`src/rtl/zbreak_pkg.sv`:
```
// Shared definitions for the Z80 opcode-fetch breakpoint unit.
package zbreak_pkg;

   localparam logic [3:0] BP_ADDR_BASE = 4'd0;
   localparam logic [3:0] BP_EN        = 4'd8;
   localparam logic [3:0] BP_STAT      = 4'd9;

   localparam logic [7:0] TIMEOUT_MAX  = 8'd255;

   // Upper bound on slot count; the register map only has room for four slots.
   localparam int MAX_BP = 4;

   typedef enum logic [1:0] {
      ST_IDLE    = 2'd0,
      ST_FIRE    = 2'd1,
      ST_HANDLER = 2'd2,
      ST_SKIP    = 2'd3
   } state_t;

endpackage

```
`src/rtl/zbreak_slot.sv`:
```
// One breakpoint slot: a 16-bit address, an enable bit, and the comparator.
module zbreak_slot
   import zbreak_pkg::*;
#(
   parameter int IDX = 0
) (
   input  logic        fclk,
   input  logic        rst_n,
   input  logic        cfg_wr,
   input  logic [3:0]  cfg_addr,
   input  logic [7:0]  cfg_wdata,
   input  logic [15:0] a,
   output logic [15:0] addr,
   output logic        en,
   output logic        match
);

   localparam logic [3:0] LO_IDX = BP_ADDR_BASE + 4'(2 * IDX);
   localparam logic [3:0] HI_IDX = LO_IDX + 4'd1;

   logic [15:0] addr_q, addr_d;
   logic        en_q, en_d;

   // Decode this slot's two address bytes and its bit of the enable mask.
   always_comb begin
      addr_d = addr_q;
      en_d   = en_q;
      if (cfg_wr) begin
         if (cfg_addr == LO_IDX) addr_d[7:0]  = cfg_wdata;
         if (cfg_addr == HI_IDX) addr_d[15:8] = cfg_wdata;
         if (cfg_addr == BP_EN)  en_d         = cfg_wdata[IDX];
      end
   end

   // Slot configuration registers.
   always_ff @(posedge fclk or negedge rst_n) begin
      if (!rst_n) begin
         addr_q <= 16'h0000;
         en_q   <= 1'b0;
      end else begin
         addr_q <= addr_d;
         en_q   <= en_d;
      end
   end

   assign addr  = addr_q;
   assign en    = en_q;
   // Compares against the registered address, so a same-cycle write is not seen.
   assign match = en_q && (a == addr_q);

endmodule

```
`src/rtl/zbreak.sv`:
```
// Z80 opcode-fetch breakpoint unit: fetch detector, breakpoint FSM,
// status register and configuration read mux.
module zbreak
   import zbreak_pkg::*;
#(
   parameter int NUM_BP = 4
) (
   input  logic        fclk,
   input  logic        rst_n,
   input  logic        zpos,
   input  logic        zneg,
   input  logic        m1_n,
   input  logic        mreq_n,
   input  logic [15:0] a,
   input  logic        in_nmi,
   input  logic        cfg_wr,
   input  logic [3:0]  cfg_addr,
   input  logic [7:0]  cfg_wdata,
   output logic [7:0]  cfg_rdata,
   output logic        imm_nmi,
   output logic        bp_hit
);

   logic [15:0] slot_addr [MAX_BP];
   logic [3:0]  en_vec;
   logic [3:0]  match_vec;

   for (genvar g = 0; g < MAX_BP; g++) begin : g_slot
      if (g < NUM_BP) begin : g_on
         zbreak_slot #(.IDX(g)) u_slot (
            .fclk      (fclk),
            .rst_n     (rst_n),
            .cfg_wr    (cfg_wr),
            .cfg_addr  (cfg_addr),
            .cfg_wdata (cfg_wdata),
            .a         (a),
            .addr      (slot_addr[g]),
            .en        (en_vec[g]),
            .match     (match_vec[g])
         );
      end else begin : g_off
         assign slot_addr[g] = 16'h0000;
         assign en_vec[g]    = 1'b0;
         assign match_vec[g] = 1'b0;
      end
   end

   // ---------------- fetch detector ----------------
   logic m1_q, m1_d;
   logic mreq_q, mreq_d;
   logic was_m1_q, was_m1_d;
   logic fetch_stb;

   // Sample /M1 on the Z80 rising edge and /MREQ on the falling edge.
   always_comb begin
      m1_d     = zpos ? m1_n : m1_q;
      mreq_d   = zneg ? mreq_n : mreq_q;
      was_m1_d = ~m1_q & ~mreq_q;
   end

   // Fetch detector registers; idle bus levels after reset.
   always_ff @(posedge fclk or negedge rst_n) begin
      if (!rst_n) begin
         m1_q     <= 1'b1;
         mreq_q   <= 1'b1;
         was_m1_q <= 1'b0;
      end else begin
         m1_q     <= m1_d;
         mreq_q   <= mreq_d;
         was_m1_q <= was_m1_d;
      end
   end

   assign fetch_stb = was_m1_d & ~was_m1_q;

   // ---------------- FSM and status ----------------
   state_t     state_q, state_d;
   logic [7:0] cnt_q, cnt_d;
   logic [7:0] stat_q, stat_d;
   logic       bp_hit_q, bp_hit_d;

   // Next state, timeout counter and status flags; hit sets are applied after
   // the write-one-to-clear so a simultaneous hit keeps its flag.
   always_comb begin
      state_d  = state_q;
      cnt_d    = cnt_q;
      stat_d   = stat_q;
      bp_hit_d = 1'b0;

      if (cfg_wr && (cfg_addr == BP_STAT))
         stat_d = stat_q & ~cfg_wdata;

      case (state_q)
         ST_IDLE: begin
            if (fetch_stb && (|match_vec) && !in_nmi) begin
               state_d     = ST_FIRE;
               cnt_d       = 8'd0;
               bp_hit_d    = 1'b1;
               stat_d[3:0] = stat_d[3:0] | match_vec;
            end
         end
         ST_FIRE: begin
            if (in_nmi) begin
               state_d = ST_HANDLER;
            end else if (cnt_q == TIMEOUT_MAX) begin
               state_d   = ST_IDLE;
               stat_d[7] = 1'b1;
            end else if (zpos) begin
               cnt_d = cnt_q + 8'd1;
            end
         end
         ST_HANDLER: begin
            if (!in_nmi) state_d = ST_SKIP;
         end
         ST_SKIP: begin
            if (in_nmi)         state_d = ST_HANDLER;
            else if (fetch_stb) state_d = ST_IDLE;
         end
         default: state_d = ST_IDLE;
      endcase
   end

   // FSM, counter, status and hit-pulse registers.
   always_ff @(posedge fclk or negedge rst_n) begin
      if (!rst_n) begin
         state_q  <= ST_IDLE;
         cnt_q    <= 8'd0;
         stat_q   <= 8'h00;
         bp_hit_q <= 1'b0;
      end else begin
         state_q  <= state_d;
         cnt_q    <= cnt_d;
         stat_q   <= stat_d;
         bp_hit_q <= bp_hit_d;
      end
   end

   assign imm_nmi = (state_q == ST_FIRE);
   assign bp_hit  = bp_hit_q;

   // ---------------- read mux ----------------
   // Combinational register readback; unmapped indices read zero.
   always_comb begin
      cfg_rdata = 8'h00;
      if (!cfg_addr[3]) begin
         if (int'(cfg_addr[2:1]) < NUM_BP)
            cfg_rdata = cfg_addr[0] ? slot_addr[cfg_addr[2:1]][15:8]
                                    : slot_addr[cfg_addr[2:1]][7:0];
      end else if (cfg_addr == BP_EN) begin
         cfg_rdata = {4'h0, en_vec};
      end else if (cfg_addr == BP_STAT) begin
         cfg_rdata = stat_q;
      end
   end

endmodule

```
`config.mk`:
```
export PLATFORM = sky130hd
export DESIGN_NAME = zbreak
export DESIGN_NICKNAME = d
export VERILOG_FILES = /design/src/rtl/zbreak_pkg.sv /design/src/rtl/zbreak_slot.sv /design/src/rtl/zbreak.sv
export SDC_FILE = /design/constraint.sdc
export NUM_CORES = 1
export LEC_CHECK = 0
export ABC_AREA = 1
export CORE_ASPECT_RATIO = 0.7
export CORE_MARGIN = 1
export CORE_UTILIZATION = 36
export CTS_CLUSTER_SIZE = 20
export DETAILED_ROUTE_END_ITERATION = 6
export PLACE_DENSITY = 0.5
export SLEW_MARGIN = 25
export SYNTH_ARGS = -nofsm -noshare
export SYNTH_HDL_FRONTEND = slang
export SYNTH_SLANG_ARGS = --single-unit
```
`constraint.sdc`:
```
create_clock -name fclk -period 2.05 [get_ports fclk]
set_clock_uncertainty 0.1 [all_clocks]
set_input_delay 0.41 -clock fclk [delete_from_list [all_inputs] [get_ports fclk]]
set_output_delay 0.41 -clock fclk [all_outputs]
set_load 0.03 [all_outputs]
```
## Word-level counts from Yosys, hierarchy flattened

Cells that the tools add are included.

- Input port bits: 36
- Register bits after elaboration: 90

- Bitwise gates (word level): 9
- Equality and inequality tests: 24
- Reduce and logical (&&, ||, !) cells: 23
- $lt $le $gt $ge: 1
- Add/subtract/negate cells: 1
- Multiplexer cells: 27

Operator list:

| operator | number |
|---|---|
| 8-bit 2-to-1 mux | 9 |
| 16-bit == test | 4 |
| 16-bit binary-select mux with 2-bit select | 1 |
| 16-bit 2-to-1 mux | 2 |
| 2-bit AND reduction | 9 |
| 4-bit by 3-bit == test with 1-bit output, second input constant | 4 |
| 8-bit case mux with 2 select lines | 1 |
| 2-bit 2-to-1 mux | 6 |
| 2-bit inequality test, second input constant | 5 |
| 8-bit by 1-bit adder with 8-bit output, second input constant | 1 |
| 8-bit bitwise AND | 1 |
| 4-bit by 2-bit == test with 1-bit output, second input constant | 2 |
| 4-bit == test, second input constant | 2 |
| 8-bit == test, second input constant | 1 |
| 4-bit 2-to-1 mux | 2 |
| 8-bit NOT | 1 |
| 2-bit case mux with 4 select lines | 1 |
| 1-bit logical AND | 7 |
| 1-bit 2-to-1 mux | 5 |
| 5-bit AND reduction | 1 |
| 2-bit == test, second input constant | 2 |
| 4-bit by 1-bit == test with 1-bit output, second input constant | 1 |
| 4-bit zero test | 1 |
| 4-bit OR | 1 |
| 12 further kinds | 15 |

## Logic depth before layout (Yosys ltp)

- Word-level depth: 7
- Depth in mapped cells: 14

## By module

From an unflattened synthesis, not the netlist that was laid out.

- Cell total of the unflattened synthesis: 854
- Area total of the unflattened synthesis: 6,097.1 um2

By module, submodules not included:

| module | cells each | times used | sequential area each (um2) | area each (um2) |
|---|---|---|---|---|
| zbreak_slot at g_slot[0].g_on.u_slot ... | 141 | 2 | 425.4 | 1,046.0 |
| zbreak | 309 | 1 | 553.0 | 1,934.4 |
| zbreak_slot at g_slot[3].g_on.u_slot | 132 | 1 | 425.4 | 1,037.2 |
| zbreak_slot at g_slot[1].g_on.u_slot | 131 | 1 | 425.4 | 1,033.5 |

## Least setup slack after synthesis

Ideal clock, no wire load.

- Path type: input-to-output
- Start: input port cfg_addr[1]
- End: output port cfg_rdata[5]
- Data arrival time: 1.579 ns
- Slack: -0.039 ns
- Data required time: 1.540 ns
- Stages: 8
- Cells stage by stage: buf_2 inv_1 clkbuf_1 a21oi_1 o21ai_0 nand3_1 nand3_1 o21ai_0

- Word-level cells in the longest chain between the ends: 6
- Elaborated cells on any way between the ends: 10

RTL lines:

| what | RTL line | RTL |
|---|---|---|
| from (decl) | zbreak.sv:17 | `input logic [3:0] cfg_addr,` |
| 2-bit NOT with 3-bit output (not written as such) | zbreak.sv:147, zbreak.sv:148 |  |
| 16-bit binary-select mux with 2-bit select | zbreak.sv:147, zbreak.sv:148 |  |
| 16-bit 2-to-1 mux (not written as such) (2 in a row) | zbreak.sv:148 | `: slot_addr[cfg_addr[2:1]][7:0];` |
| 8-bit 2-to-1 mux | zbreak.sv:147 | `cfg_rdata = cfg_addr[0] ? slot_addr[cfg_addr[2:1]][15:8]` |
| 8-bit 2-to-1 mux (*) | zbreak.sv:145 | `if (!cfg_addr[3]) begin` |
| to (decl) | zbreak.sv:19 | `output logic [7:0] cfg_rdata,` |

Every way passes the cells marked *; elsewhere a longest branch is shown, timed or not. The select of a mux whose other input is x is not followed.

## Worst setup path after layout

- Start: register g_slot[2].g_on.u_slot.addr_q[0]
- End: output port cfg_rdata[0]

- Word-level cells in the longest chain between the ends: 5

RTL lines:

| what | RTL line | RTL |
|---|---|---|
| from (decl) | zbreak_slot.sv:21 | `logic [15:0] addr_q, addr_d;` |
| from (signal assigned) | zbreak_slot.sv:41 | `addr_q <= addr_d;` |
| 16-bit binary-select mux with 2-bit select | zbreak.sv:148 |  |
| 16-bit 2-to-1 mux (not written as such) (2 in a row) | zbreak.sv:148 |  |
| 8-bit 2-to-1 mux | zbreak.sv:147 |  |
| 8-bit 2-to-1 mux | zbreak.sv:145 |  |

No other way between the ends. The select of a mux whose other input is x is not followed.

==> results by group <==
Outcome
  • Outcome: complete, but fails checks
  • Violated checks: DRC, hold timing, setup timing

STA
  • Max Freq: 430 MHz
  • Worst Hold Slack: -28.8 ps
  • Min setup slack post-route: -275 ps
  • Post-layout min period: 2320 ps
  • Finish-stage setup viols: 10
  • Final hold violation count: 17
  • Final Cycle Share: 113%
  • RSZ-0062 raised after global routing: true
  • Max-slew violation total from the final report: 0
  • Worst slew slack as a fraction of its limit: between 60% and 70%
  • Worst Max-Slew Pin Slew: around 580 ps

Global route
  • Global-route track usage on met2: 48.4%
  • GR Layer Usage met3: 8.89%
  • Overall Global Routing Usage: 33.8%
  • Busiest grt layer: met1
  • Via count of the first global-routing pass: between 6000 and 7000
  • Largest net degree at the start of global routing: 91
  • Met1 capacity usage during global routing: 49.7%
  • Congestion Overflow GR: 0
  • Number of antenna violations at the first check in global routing: 0
  • Global-route wire length before repair: 39900 um

Pwr
  • Combinational cell fraction of total power: a little over two fifths
  • Fraction of power spent switching nets: 39.1%
  • Overall power of the completed layout: roughly 7.1 mW
  • Int Power: 4.35 mW
  • Clk pwr share: between 20% and 30%
  • Leakage power: 4.39 nW
  • Sequential power share: 34.5%
  • Peak supply drop: 492 uV
  • Power per cell area: 815 mW/mm^2
  • Power spent charging and discharging nets: ~2.8 mW

Routing
  • Final routed wire length divided by cell count: ~21 um
  • Number of DRC markers in iteration 0: ~600
  • DR pass1 iterations: 7
  • Final wirelength: approximately 26000 um
  • Post-route ant nets: 0
  • Number of vias after detailed routing: 6832
  • Via/cell ratio: 5.34
  • Number of DRC violations after detailed routing: 4

Synthesis
  • Mux share of post-synthesis cell area: less than 1%
  • Number of distinct library cells after synthesis: 41
  • Register bit total from synthesis: 90
  • Avg Inst Size Synth: 6.81 sq um
  • Dominant cell type by area after synthesis: sky130_fd_sc_hd__dfrtp_1
  • Leading cell types by total area after synthesis: sky130_fd_sc_hd__dfrtp_1, sky130_fd_sc_hd__nand2_1, sky130_fd_sc_hd__o21ai_0
  • Mapped Nets: between 800 and 900
  • Complex-gate fraction of the synthesized area: 16.3%
  • Simple-gate share of the synthesized area: 32.1%
  • Post-synthesis xor/xnor area fraction: 3.09%
  • Number of enable-type register cells in the synthesized netlist: 0
  • Number of warnings printed during yosys synthesis: 0
  • Ys flop type: sky130_fd_sc_hd__dfrtp_1
  • Fraction of the mapped netlist area in adder cells: less than 1%
  • Ys async rst share: 100%
  • Combinational family with the most area after synthesis: simple AND/OR/NAND/NOR gates
  • Gate count after technology mapping: 833
  • Area fraction of the dominant cell type after synthesis: between 30% and 40%
  • Mapped cell area: 0.00567 sq mm
  • Part of the Yosys area used for sequential elements: between 30 and 40%

Final layout
  • Final instance area: between 0.008 and 0.009 sq mm
  • Number of nets in the final layout: 1116
  • Share of layout cells above drive strength 1: between 30% and 40%
  • Final-layout fill cell count: 1455
  • Area overhead of the layout relative to synthesis: 54.4%
  • Number of diodes added for antenna fixing: 0

Setup path
  • Cells on worst reg2reg path: 14
  • Data arrival time at the worst-slack endpoint: 1810 ps
  • Critical Path RT: around 1500 ps
  • Largest fanout on the critical path: 2
  • Critical R2R Launch: g_slot[2].g_on.u_slot.addr[0]$_DFFE_PN0P_
  • Critical Path End Type: output pin
  • Reg2reg setup slack: -20 ps
  • Endpoint of the worst-slack reg-to-reg timing path: cnt_q[1]$_DFFE_PN0P_
  • Startpoint Class: flip-flop
  • WS Path Type: reg -> out

Floorplan
  • Area of the core: 0.0150 sq mm
  • Cell Rows: 37
  • I/O Pins: 46
  • Starting density of the core: around 38%
  • Overall die width: 152 um
  • Area of the die: roughly 0.016 sq mm
  • Die Ht: 107 um

Clocking
  • TritonCTS Buffers: 9
  • Clock Tree Buf Depth: 2
  • Clock insertion delay at the later pin of the skew report: 370 ps
  • Register clock-pin slew on the reported worst setup and hold paths: approximately 70 ps
  • Quantity of hold-fixing buffers added after cts: 0
  • Root Buffer: sky130_fd_sc_hd__clkbuf_16
  • CTS H-Tree Depth: 3
  • CTS tree: built
  • Number of clock sinks: 90

Min path
  • Class of the tightest hold or removal check: in -> async

Placement
  • Placed wire-length estimate: approximately 20000 um
  • Area after detailed placement: 0.00769 sq mm
  • Routability Congestion: approximately 0.96
  • Number of buffer cells added on primary ports: 45

Job
  • Maximum Capacitance Violations: 0
synthesized netlist by cell type, types with 4 or more instances:
| cell | number |
|---|---|
| sky130_fd_sc_hd__clkbuf_1 | 16 |
| sky130_fd_sc_hd__nor3b_1 | 4 |
| sky130_fd_sc_hd__inv_2 | 8 |
| sky130_fd_sc_hd__o21ai_1 | 4 |
| sky130_fd_sc_hd__xor2_1 | 6 |
| sky130_fd_sc_hd__xnor2_1 | 14 |
| sky130_fd_sc_hd__nor2_2 | 4 |
| sky130_fd_sc_hd__nand2_1 | 249 |
| sky130_fd_sc_hd__inv_1 | 90 |
| sky130_fd_sc_hd__o211ai_1 | 13 |
| sky130_fd_sc_hd__nand3_1 | 40 |
| sky130_fd_sc_hd__dfrtp_1 | 88 |
| sky130_fd_sc_hd__nand4_1 | 9 |
| sky130_fd_sc_hd__nor3_1 | 17 |
| sky130_fd_sc_hd__o21ai_0 | 119 |
| sky130_fd_sc_hd__nand3b_1 | 6 |
| sky130_fd_sc_hd__a21oi_1 | 29 |
| sky130_fd_sc_hd__nor2_1 | 81 |
| sky130_fd_sc_hd__buf_2 | 5 |
per-layer routing:
metal | up-vias | share of wire [%]
li1 | 3204 | -
met1 | 3260 | 47
met2 | 328 | 40
met3 | 40 | 10
met4 | 0 | 2.1
met5 | - | 0
logic make-up after synthesis:
kind of cell | Yosys count
DFF | 90
buffers and inverters | 121
muxes | 2
xor gates and xnor gates | 20
adders and majority gates | 1
AOI/OAI and AO/OA | 173
and+or+nand+nor | 426
layout make-up:
type / count / area (sq um) / share of cell area, %
Inverter: 98 / 370 / 4.23
Clock buffer: 10 / 239 / 2.73
Sequential cell: 90 / 2260 / 25.8
Timing Repair Buffer: 257 / 2270 / 25.9
Multi-Input combinational cell: 623 / 3330 / 38.0
Clock inverter: 6 / 48.8 / 0.557
Tap cell: 195 / 244 / 2.78
power groups by stage:
| stage | Combinational (mW) | Sequential (mW) | Clock, mW |
|---|---|---|---|
| floorplan | 1.19 | 2.37 | 0 |
| global placement | 2.43 | 2.49 | 0 |
| detailed placement | 2.44 | 2.49 | 0 |
| CTS | 2.76 | 2.44 | 1.69 |
| global route | 3.24 | 2.50 | 1.77 |
| finish | 3.00 | 2.47 | 1.68 |
how the worst max path moves through the flow:
stage                                              startpoint           end  slack [ps]  cells past startpoint
finish              g_slot[2].g_on.u_slot.addr[0]$_DFFE_PN0P_  cfg_rdata[0]        -270                      7
global route        g_slot[2].g_on.u_slot.addr[0]$_DFFE_PN0P_  cfg_rdata[0]        -330                      7
CTS                 g_slot[2].g_on.u_slot.addr[0]$_DFFE_PN0P_  cfg_rdata[0]        -250                      7
detailed placement                                cfg_addr[1]  cfg_rdata[6]        -830                      7
global placement                                  cfg_addr[1]  cfg_rdata[6]        -840                      7
floorplan                                         cfg_addr[1]  cfg_rdata[4]           9                      4
cells in the final DEF (no fill, tap or decap), drive strengths merged, types with 9 or more instances in the layout:
master,count
o211ai,13
nand2,255
nor2,85
dlygate4sd2,14
nand3,44
xnor2,14
clkbuf,11
nand4,9
nor3,18
clkdlybuf4s50,16
o21ai,124
dfrtp,88
inv,100
buf,219
a21oi,29
metrics by stage:
step | cells | setup WS [ps] | setup TNS, ps | util, %
3_3_place_gp | 1226 | -838 | -25370 | 51.1
5_1_grt | 1279 | -332 | -2010 | 58.2
2_1_floorplan | 833 | 8.68 | 0 | -
4_1_cts | 1269 | -252 | -865 | 56.4
3_5_place_dp | 1226 | -827 | -26280 | 51.1
6_report | 1279 | -275 | -823 | 58.2
worst max-delay path: stages, from the launching register on:
cell	delay, ps
sky130_fd_sc_hd__dfrtp_1	390
sky130_fd_sc_hd__inv_1	80
sky130_fd_sc_hd__a21oi_1	60
sky130_fd_sc_hd__o21ai_1	80
sky130_fd_sc_hd__o21ai_1	100
sky130_fd_sc_hd__o211ai_1	330
sky130_fd_sc_hd__o211ai_1	190
sky130_fd_sc_hd__buf_4	210
sequential cells by signal (all words and copies together) (netlist names), named ones only:
register                 count
stat_q                       8
cnt_q                        8
mreq_q                       1
bp_hit                       1
state_q                      1
g_slot.g_on.u_slot.addr     64
was_m1_q                     1
m1_q                         1
g_slot.g_on.u_slot.en        4
what timing repair did:
action	in CTS	in global routing
setup endpoints to repair	25	24
cloned	5	0
resized for setup	114	72
setup buffers	24	12
pin swaps	42	35
No activity file was read; power rests on OpenSTA's default activity.
